## config.mk

```make
export PLATFORM = sky130hd
export DESIGN_NAME = sbus_warbiter_flat
export DESIGN_NICKNAME = d
export VERILOG_FILES = /design/src/rtl/sbus_warbiter_if.sv /design/src/rtl/sbus_warbiter.sv /design/src/flat_wrapper.sv
export SDC_FILE = /design/constraint.sdc
export NUM_CORES = 1
export LEC_CHECK = 0
export BUFFER_PORTS_ARGS = -buffer_cell sky130_fd_sc_hd__clkbuf_2
export CORE_AREA = 8 8 440 442
export DETAILED_ROUTE_END_ITERATION = 16
export DIE_AREA = 0 0 448 450
export PLACE_DENSITY_LB_ADDON = 0.05
export RECOVER_POWER = 25
export SLEW_MARGIN = 20
export SYNTH_ARGS = -nofsm -noshare
export SYNTH_HDL_FRONTEND = slang
export SYNTH_SLANG_ARGS = --single-unit
```

## constraint.sdc

```tcl
create_clock -name Sclk -period 2.7 [get_ports Sclk]
set_input_delay 0.405 -clock Sclk [delete_from_list [all_inputs] [get_ports Sclk]]
set_output_delay 0.405 -clock Sclk [all_outputs]
set_load 0.05 [all_outputs]
```

## src/rtl/sbus_warbiter_if.sv

```systemverilog
// S-bus write-channel bundle: requester-side request/ack signals plus the external bus port.
// slave = arbiter side, master = requesters and bus model.
interface sbus_warbiter_if #(
    parameter int NREQ = 4,
    parameter int AW   = 48,
    parameter int DW   = 176
) ();
    logic [NREQ-1:0]    req_wrequest;
    logic [NREQ-1:0]    req_lock;
    logic [NREQ*AW-1:0] req_waddr;
    logic [NREQ*DW-1:0] req_wdata;
    logic [NREQ-1:0]    req_wack;
    logic               Swack;
    logic               Swrequest;
    logic [AW-1:0]      Swaddr;
    logic [DW-1:0]      Swdata;
    logic [2:0]         grant_id;
    logic               busy;
    logic               err_spurious_ack;

    modport slave (
        input  req_wrequest, req_lock, req_waddr, req_wdata, Swack,
        output req_wack, Swrequest, Swaddr, Swdata, grant_id, busy, err_spurious_ack
    );

    modport master (
        output req_wrequest, req_lock, req_waddr, req_wdata, Swack,
        input  req_wack, Swrequest, Swaddr, Swdata, grant_id, busy, err_spurious_ack
    );
endinterface

```

## src/rtl/sbus_warbiter.sv

```systemverilog
// Round-robin owner arbiter for the single S-bus write channel, with optional burst lock.
// Define SBUS_WARB_TIMEOUT_EN to force-release a HOLD that sees no re-request for HOLD_TIMEOUT cycles.
module sbus_warbiter #(
    parameter int NREQ = 4,
    parameter int AW   = 48,
    parameter int DW   = 176
`ifdef SBUS_WARB_TIMEOUT_EN
    ,
    parameter int HOLD_TIMEOUT = 16
`endif
) (
    input  logic             Sclk,
    input  logic             Sreset,
    sbus_warbiter_if.slave   bus
);
    typedef enum logic [1:0] {
        S_IDLE  = 2'd0,
        S_GRANT = 2'd1,
        S_HOLD  = 2'd2
    } state_t;

    state_t     r_state;
    logic [2:0] r_owner;
    logic [2:0] r_ptr;
    logic       r_err;

    logic [7:0] w_req;
    logic [7:0] w_lock;
    logic [2:0] w_pick_idx;
    logic       w_pick_valid;
    logic [2:0] w_next_ptr;
    logic       w_swrequest;

`ifdef SBUS_WARB_TIMEOUT_EN
    localparam int CNT_W = $clog2(HOLD_TIMEOUT + 1);
    logic [CNT_W-1:0] r_hold_cnt;
`endif

    // Zero-extend to the full 3-bit index space so r_owner can index without width games.
    always_comb begin
        w_req              = '0;
        w_req[NREQ-1:0]    = bus.req_wrequest;
        w_lock             = '0;
        w_lock[NREQ-1:0]   = bus.req_lock;
    end

    // Descending scan: the last hit is the first requester in ptr, ptr+1, ... order.
    always_comb begin
        int j;
        w_pick_idx   = '0;
        w_pick_valid = 1'b0;
        for (int k = NREQ - 1; k >= 0; k--) begin
            j = int'(r_ptr) + k;
            if (j >= NREQ) j = j - NREQ;
            if (w_req[j]) begin
                w_pick_idx   = 3'(j);
                w_pick_valid = 1'b1;
            end
        end
    end

    assign w_next_ptr  = (r_owner == 3'(NREQ - 1)) ? 3'd0 : r_owner + 3'd1;
    assign w_swrequest = (r_state == S_GRANT) && w_req[r_owner];

    // NOTE: every output gets a default first so this block can never infer a latch.
    always_comb begin
        bus.Swaddr   = '0;
        bus.Swdata   = '0;
        bus.req_wack = '0;
        for (int i = 0; i < NREQ; i++) begin
            if (w_swrequest && r_owner == 3'(i)) begin
                bus.Swaddr      = bus.req_waddr[i*AW +: AW];
                bus.Swdata      = bus.req_wdata[i*DW +: DW];
                bus.req_wack[i] = bus.Swack;
            end
        end
    end

    assign bus.Swrequest        = w_swrequest;
    assign bus.busy             = (r_state != S_IDLE);
    assign bus.grant_id         = r_owner;
    assign bus.err_spurious_ack = r_err;

    // NOTE: state registers use non-blocking assignments so every branch sees pre-edge values.
    always_ff @(posedge Sclk or posedge Sreset) begin
        if (Sreset) begin
            r_state    <= S_IDLE;
            r_owner    <= 3'd0;
            r_ptr      <= 3'd0;
            r_err      <= 1'b0;
`ifdef SBUS_WARB_TIMEOUT_EN
            r_hold_cnt <= '0;
`endif
        end else begin
            if (bus.Swack && !w_swrequest) r_err <= 1'b1;

            case (r_state)
                S_IDLE: begin
                    if (w_pick_valid) begin
                        r_owner <= w_pick_idx;
                        r_state <= S_GRANT;
                    end
                end
                S_GRANT: begin
                    // Owner withdrawing its request before the ack aborts the grant.
                    if (!w_req[r_owner]) begin
                        r_ptr   <= w_next_ptr;
                        r_state <= S_IDLE;
                    end else if (bus.Swack) begin
                        if (w_lock[r_owner]) begin
                            r_state    <= S_HOLD;
`ifdef SBUS_WARB_TIMEOUT_EN
                            r_hold_cnt <= '0;
`endif
                        end else begin
                            r_ptr   <= w_next_ptr;
                            r_state <= S_IDLE;
                        end
                    end
                end
                S_HOLD: begin
                    if (!w_lock[r_owner]) begin
                        r_ptr   <= w_next_ptr;
                        r_state <= S_IDLE;
                    end else if (w_req[r_owner]) begin
                        r_state <= S_GRANT;
                    end
`ifdef SBUS_WARB_TIMEOUT_EN
                    else if (r_hold_cnt == CNT_W'(HOLD_TIMEOUT - 1)) begin
                        r_ptr   <= w_next_ptr;
                        r_state <= S_IDLE;
                    end else begin
                        r_hold_cnt <= r_hold_cnt + 1'b1;
                    end
`endif
                end
                default: r_state <= S_IDLE;
            endcase
        end
    end
endmodule

```

## src/flat_wrapper.sv

```systemverilog
// flat-port wrapper written by rule: the top's interface ports become plain ports
module sbus_warbiter_flat 
#(
    parameter int NREQ = 4,
    parameter int AW   = 48,
    parameter int DW   = 176

)
  (Sclk, Sreset, bus_req_wrequest, bus_req_lock, bus_req_waddr, bus_req_wdata, bus_Swack, bus_req_wack, bus_Swrequest, bus_Swaddr, bus_Swdata, bus_grant_id, bus_busy, bus_err_spurious_ack);
  sbus_warbiter_if #(.NREQ(NREQ), .AW(AW), .DW(DW)) bus_i ();
  input  logic Sclk;
  input  logic Sreset;
  input wire logic [$bits(bus_i.req_wrequest)-1:0] bus_req_wrequest;
  input wire logic [$bits(bus_i.req_lock)-1:0] bus_req_lock;
  input wire logic [$bits(bus_i.req_waddr)-1:0] bus_req_waddr;
  input wire logic [$bits(bus_i.req_wdata)-1:0] bus_req_wdata;
  input wire logic [$bits(bus_i.Swack)-1:0] bus_Swack;
  output wire logic [$bits(bus_i.req_wack)-1:0] bus_req_wack;
  output wire logic [$bits(bus_i.Swrequest)-1:0] bus_Swrequest;
  output wire logic [$bits(bus_i.Swaddr)-1:0] bus_Swaddr;
  output wire logic [$bits(bus_i.Swdata)-1:0] bus_Swdata;
  output wire logic [$bits(bus_i.grant_id)-1:0] bus_grant_id;
  output wire logic [$bits(bus_i.busy)-1:0] bus_busy;
  output wire logic [$bits(bus_i.err_spurious_ack)-1:0] bus_err_spurious_ack;
  assign bus_i.req_wrequest = bus_req_wrequest;
  assign bus_i.req_lock = bus_req_lock;
  assign bus_i.req_waddr = bus_req_waddr;
  assign bus_i.req_wdata = bus_req_wdata;
  assign bus_i.Swack = bus_Swack;
  assign bus_req_wack = bus_i.req_wack;
  assign bus_Swrequest = bus_i.Swrequest;
  assign bus_Swaddr = bus_i.Swaddr;
  assign bus_Swdata = bus_i.Swdata;
  assign bus_grant_id = bus_i.grant_id;
  assign bus_busy = bus_i.busy;
  assign bus_err_spurious_ack = bus_i.err_spurious_ack;
  sbus_warbiter #(.NREQ(NREQ), .AW(AW), .DW(DW)) u_core (.Sclk(Sclk), .Sreset(Sreset), .bus(bus_i));
endmodule
```

==> flow_summary.yaml, run 1 <==
clock_tree:
  cts_tree: "done"
  clock-sinks: 9
  holdBufCountCts: 0
  numCtsBuffers: 3
  cts-root-buf: "clkbuf_16"
  clk_latency_ps: 240
  h-tree-depth: 1
  clockBufferDepth: 2
  clkTransAtPathRegs_ps: 40
floorplan:
  die_h_um: 450
  start_util_pct: 4.760
  die_area_um2: 201600
  core.rowCount: 159
  ios: 1141
  die_x_um: 448
  core_um2: 186600
synth:
  yosysMostFrequentCell: "nor2b_1"
  ys.flop_type: "dfrtp_1"
  synth_largest_area_cell: "nor2b_1"
  syn-cell-area_um2: 8882
  yosysWarnings: 0
  synth.distinct_cells: 41
  avgSynthCellArea_um2: 5.790
  synthCells: 1534
  ys_ff_latch: 9
  syn-num-nets: 2447
  synthTopCellsByArea: "nor2b_1 (25%), a221oi_1 (22%), a21oi_1 (13%)"
  seq_area_frac_synth_pct: 2.536
  async_flop_share_pct: 100.0
  synth_top_cell_area_share_pct: 24.79
  yosys-top-cells-count: "nor2b_1 (352), a21oi_1 (231), nor2_1 (229)"
  synth_edf_count: 0
place:
  routabilityCongestion: 0.7863
  dp_slack_ps: -409.8
  place_area_um2: 22270
  io_buffers: 1140
  post-dp-hpwl_um: 103800
  dp.cells: 5218
pwr:
  max-vdd-ir-drop_v: 0.0004329
  switchingPower_mw: 21.45
  clkPwrFrac_pct: 0.7
  power_mw: 38.62
  p_per_area_nw_per_um2: 1439
  combPwrFrac_pct: 98.7
  swShare_pct: 55.54
  seqPwrFrac_pct: 0.6
  internal_power_mw: 17.17
  p_leak_nw: 10.95
worst_setup_path:
  critPathMaxStageDelay_ps: 560
  critPathLaunchType: "register"
  crit_top_cell: "buf_6"
  crit_family: "buffers and inverters"
  path_buf_inv: 7
  crit_type: "reg2out"
  crit_path_end_kind: "primary output"
  crit_required_ps: 2300
  cp.arrival_ps: 2440
  r2r-start: "u_core.r_ptr[0]"
  cp_slowest_cell: "mux4_2"
  worstPathMaxFanout: 8
  cp-startpoint: "u_core.bus.grant_id[0]"
  path_cells: "buf_6 -> buf_8 -> mux4_2 -> nand3_4 -> buf_6 -> buf_6 -> buf_16 -> clkbuf_16 -> nor2_4 -> buf_12"
  rrSetupSlack_ps: 470
grt:
  grt_pass1_vias: 18530
  gr-total-overflow: 0
  antenna_found_initial: 41
  grt_usage_pct: 11.17
  grt_max_degree: 77
  grt_pass1_wl_um: 160100
timing:
  slew_headroom_pct: 68.52
  hold_violations: 0
  whs_ps: 139.3
  worstMarginPinSlew_ps: 472.2
  fin_worst_skew_ps: 3.831
  setup_ws_ps: -148.0
  slew_violations: 0
  period_needed_ps: 2848
  setup-tns-final_ps: -10730
  fmax_ghz: 0.3511
  rsz0062_at_grt: "yes"
  setup_violations: 174
  min_period_over_period_pct: 105.5
drt:
  route.detailed.drc: 0
  routedWlPerCell_um: 23.53
  via_per_inst: 3.150
  drt_first_pass_iters: 4
  wirelength_um: 125200
  ant_nets: 0
  vias: 16770
  drt_iter0_drc: 484
final_layout:
  nNetsFinal: 3716
  n_fill_cell: 21690
  fin_util_pct: 14.38
  stdcell_count: 5323
  final_area_um2: 26840
  layout-drive-gt1-share_pct: 71.02
  syn2layout_area_growth_pct: 202.2
run:
  drv_cap: 0
run_status:
  outcome: "finished with violations"
  violations: "negative setup slack"
hold_path:
  hp-class: "in2async"
## power groups by stage
stage	Clock [mW]	Sequential, mW	Combinational, mW
final	0.270	0.229	38.1
after global routing	0.290	0.239	40.9
after CTS	0.280	0.227	35.4
after detailed placement	0	0.219	31.4
after global placement	0	0.222	31.7
after floorplan	0	0.281	16.6
## layer usage
layer | part of all wire [%] | vias to the layer above | track usage [%]
li1 | - | 8242 | -
met5 | 0.11 | - | 0
met3 | 7.2 | 72 | 3.255
met1 | 36 | 7827 | 11.52
met2 | 55 | 606 | 22.20
met4 | 1.4 | 22 | 2.000
## final timing paths
| check | to | cells after the start |
|---|---|---|
| max | bus_Swdata[39] | 10 |
| min reg2reg | u_core.bus.err_spurious_ack | 1 |
| max in group asynchronous | u_core.bus.grant_id[1] | 2 |
| min in group Sclk | u_core.bus.err_spurious_ack | 1 |
| max reg2reg | u_core.bus.grant_id[0] | 7 |
| min | u_core.bus.err_spurious_ack | 2 |
## cell families after synthesis
| family | share of synthesized area (%) |
|---|---|
| DFF | 2.536 |
| adders and majority gates | 0.8452 |
| buffers and inverters | 9.339 |
| muxes | 1.549 |
| and+or+nand+nor | 48.56 |
| AOI/OAI and AO/OA | 37.17 |
## cells in the final DEF (no fill, tap or decap), types with 3 or more instances in the layout
| cell type | netlist | routed |
|---|---|---|
| a21oi_1 | 231 | 151 |
| a21oi_2 | 0 | 77 |
| a21oi_4 | 0 | 3 |
| a221oi_1 | 224 | 102 |
| a221oi_2 | 1 | 92 |
| a221oi_4 | 0 | 31 |
| and3_1 | 7 | 7 |
| buf_12 | 1 | 180 |
| buf_16 | 0 | 33 |
| buf_2 | 38 | 12 |
| buf_4 | 1 | 168 |
| buf_6 | 1 | 39 |
| buf_8 | 0 | 38 |
| clkbuf_16 | 0 | 28 |
| clkbuf_2 | 0 | 915 |
| clkbuf_4 | 0 | 26 |
| clkbuf_8 | 0 | 17 |
| dfrtp_1 | 9 | 7 |
| diode_2 | 0 | 26 |
| ha_4 | 0 | 4 |
| inv_1 | 10 | 7 |
| mux2i_1 | 7 | 7 |
| nand2_1 | 6 | 6 |
| nand2b_1 | 3 | 3 |
| nand3_1 | 3 | 3 |
| nor2_1 | 229 | 5 |
| nor2_2 | 1 | 140 |
| nor2_4 | 0 | 85 |
| nor2b_1 | 352 | 337 |
| nor2b_2 | 0 | 10 |
| nor2b_4 | 0 | 5 |
| nor3_1 | 224 | 149 |
| nor3_2 | 0 | 72 |
| nor3_4 | 0 | 3 |
| o21ai_0 | 5 | 5 |
## flip-flops by register name, summed over array words and instances, names as in the netlist
name and cells:
u_core.r_state 2, u_core.bus.grant_id 3, u_core.r_ptr 3, u_core.bus.err_spurious_ack 1
## worst register-to-register path, cell delays in order, from the launching register on
cell      delay [ps]
dfrtp_1          390
buf_4            230
ha_1             220
nand3_1           90
a31oi_1          340
nand3_1          200
o211a_1          350
o221ai_1         290
## what timing repair did
| action | 4_1_cts | 5_1_grt |
|---|---|---|
| cloned | 12 | 22 |
| endpoints found under the setup margin | 229 | 228 |
| buffers inserted | 25 | 26 |
| resized for setup | 326 | 350 |
| pin swaps | 22 | 64 |
## cell type report
cell class                 instances  area [um2]  share of cell area (%)
sequential                         9       227.7                  0.8484
multi-input combinational       1324       10760                   40.10
inverter                          10       42.54                  0.1585
tap                             2495        3122                   11.63
timing repair buffer            1455       12540                   46.73
clock buffer                       4       78.83                  0.2937
antenna                           26       65.06                  0.2424
No activity file was read; power rests on OpenSTA's default activity.
==> inputs of run 2 (changes only) <==
==> constraint.sdc (replaced) <==
create_clock -name Sclk -period 3.25 [get_ports Sclk]
set_input_delay 0.4875 -clock Sclk [delete_from_list [all_inputs] [get_ports Sclk]]
set_output_delay 0.4875 -clock Sclk [all_outputs]
set_load 0.05 [all_outputs]
==> run 2 against run 1 <==
The run now ends clean. Wire length fell by 7.5%. First-iteration DRC count up 37%. Flip-flop and latch count unchanged. Die area did not move. Clock skew fell by 1.1 ps. Worst setup slack gained 320 ps. Critical path type unchanged. Highest routed layer unchanged.
==> flow_summary.yaml, run 2 (synthesis gave the netlist of run 1 again) <==
clock_tree:
  cts-root-buf: "clkbuf_16"
  clk_latency_ps: 230
  h-tree-depth: 1
  cts_tree: "done"
  clkTransAtPathRegs_ps: 40
  clockBufferDepth: 2
  numCtsBuffers: 3
  clock-sinks: 9
place:
  io_buffers: 1140
  dp.cells: 5084
  dp_slack_ps: 317.4
  place_area_um2: 20330
  post-dp-hpwl_um: 101200
  routabilityCongestion: 0.7829
floorplan:
  start_util_pct: 4.760
  die_x_um: 448
  ios: 1141
  die_h_um: 450
  die_area_um2: 201600
  core_um2: 186600
  core.rowCount: 159
drt:
  drt_iter0_drc: 663
  routedWlPerCell_um: 22.63
  wirelength_um: 115900
  drt_first_pass_iters: 5
  route.detailed.drc: 0
  via_per_inst: 3.104
  ant_nets: 0
  vias: 15890
final_layout:
  final_area_um2: 20290
  final_common_cell: "clkbuf_2"
  layout-drive-gt1-share_pct: 48.27
  syn2layout_area_growth_pct: 128.5
  final_cell_mix: "clkbuf_2 (1007), nor2b_1 (351), a21oi_1 (231)"
  n_fill_cell: 22190
  stdcell_count: 5120
  nNetsFinal: 3510
worst_setup_path:
  r2r_cells: 7
  crit_required_ps: 2760
  cp.arrival_ps: 2590
  critPathLaunchType: "register"
  rrSetupSlack_ps: 940
  crit_type: "reg2out"
  crit_path_end_kind: "primary output"
  r2r_end: "u_core.r_state[0]"
  r2r-start: "u_core.r_ptr[1]"
  cp-startpoint: "u_core.bus.grant_id[0]"
  worstPathMaxFanout: 31
run:
  drv_cap: 0
hold_path:
  hp-class: "in2async"
timing:
  fmax_ghz: 0.3246
  min_period_over_period_pct: 94.79
  fin_worst_skew_ps: 2.744
  setup_ws_ps: 169.2
  setup-tns-final_ps: 0
  period_needed_ps: 3081
  rsz0062_at_grt: "no"
  slew_headroom_pct: 50.34
  worstMarginPinSlew_ps: 748.1
  setup_violations: 0
  hold_violations: 0
  slew_violations: 0
grt:
  busiest_layer: "met2"
  grt_use_met2_pct: 21.04
  grt_util_met3_pct: 3.467
  grt_usage_pct: 10.63
  grt_util_met1_pct: 10.69
  grt_pass1_vias: 17480
  antenna_found_initial: 48
  grt_max_degree: 62
  grt_pass1_wl_um: 152600
  gr-total-overflow: 0
pwr:
  power_mw: 22.15
  max-vdd-ir-drop_v: 0.0003190
  p_leak_nw: 8.700
  p_per_area_nw_per_um2: 1091
run_status:
  outcome: "finished clean"
==> run 2: per-stage QoR <==
stage                     hold WS, ps  util, %
final                           207.6    10.88
after global routing            248.6    10.86
after CTS                       235.3    10.94
after detailed placement        458.8    10.90
after global placement          459.3    10.90
after floorplan                 315.4        -
==> run 2: report_power, final <==
part	switching [mW]	internal, mW	total, mW
Combinational	13.7	8.06	21.7
Sequential	0.0505	0.150	0.201
Clock	0.0533	0.164	0.217
Total	13.8	8.37	22.1
==> run 2: layout make-up <==
type | count | area [um2] | area share (%)
Antenna cell | 29 | 72.57 | 0.3576
Clock buffer | 4 | 78.83 | 0.3884
Inverter | 10 | 37.54 | 0.1850
Multi-Input combinational cell | 1324 | 7898 | 38.91
Sequential cell | 9 | 225.2 | 1.110
Timing Repair Buffer | 1249 | 8861 | 43.66
Tap cell | 2495 | 3122 | 15.38
==> run 2: worst max-delay path by stage <==
stage / end / slack [ps]
6_report: bus_Swdata[76] / 170
5_1_grt: bus_Swaddr[21] / 20
4_1_cts: bus_Swdata[68] / 60
3_5_place_dp: bus_Swdata[68] / 320
3_3_place_gp: bus_Swdata[47] / 300
2_1_floorplan: bus_Swdata[122] / 80
==> run 2: what timing repair did <==
item / CTS / global route
resized for setup: 0 / 3
setup buffers: 0 / 2
setup endpoints to repair: 0 / 9
hold buffers: 0 / 0
==> run 2: worst max-delay path, stage by stage, from the launching register on <==
cell      delay, ps
dfrtp_1         360
buf_4           180
ha_4            210
buf_12          160
buf_16          190
nor2b_1         170
a221oi_1        100
nor3_1          410
a21oi_1          80
nor2_1          120
clkbuf_2        290
==> run 2: per-layer routing <==
metal	up-vias	wire length [um]	share of wire, %
li1	7796	-	-
met5	-	149	0.13
met4	26	1723	1.5
met2	636	63780	55
met3	68	9724	8.4
met1	7366	40490	35
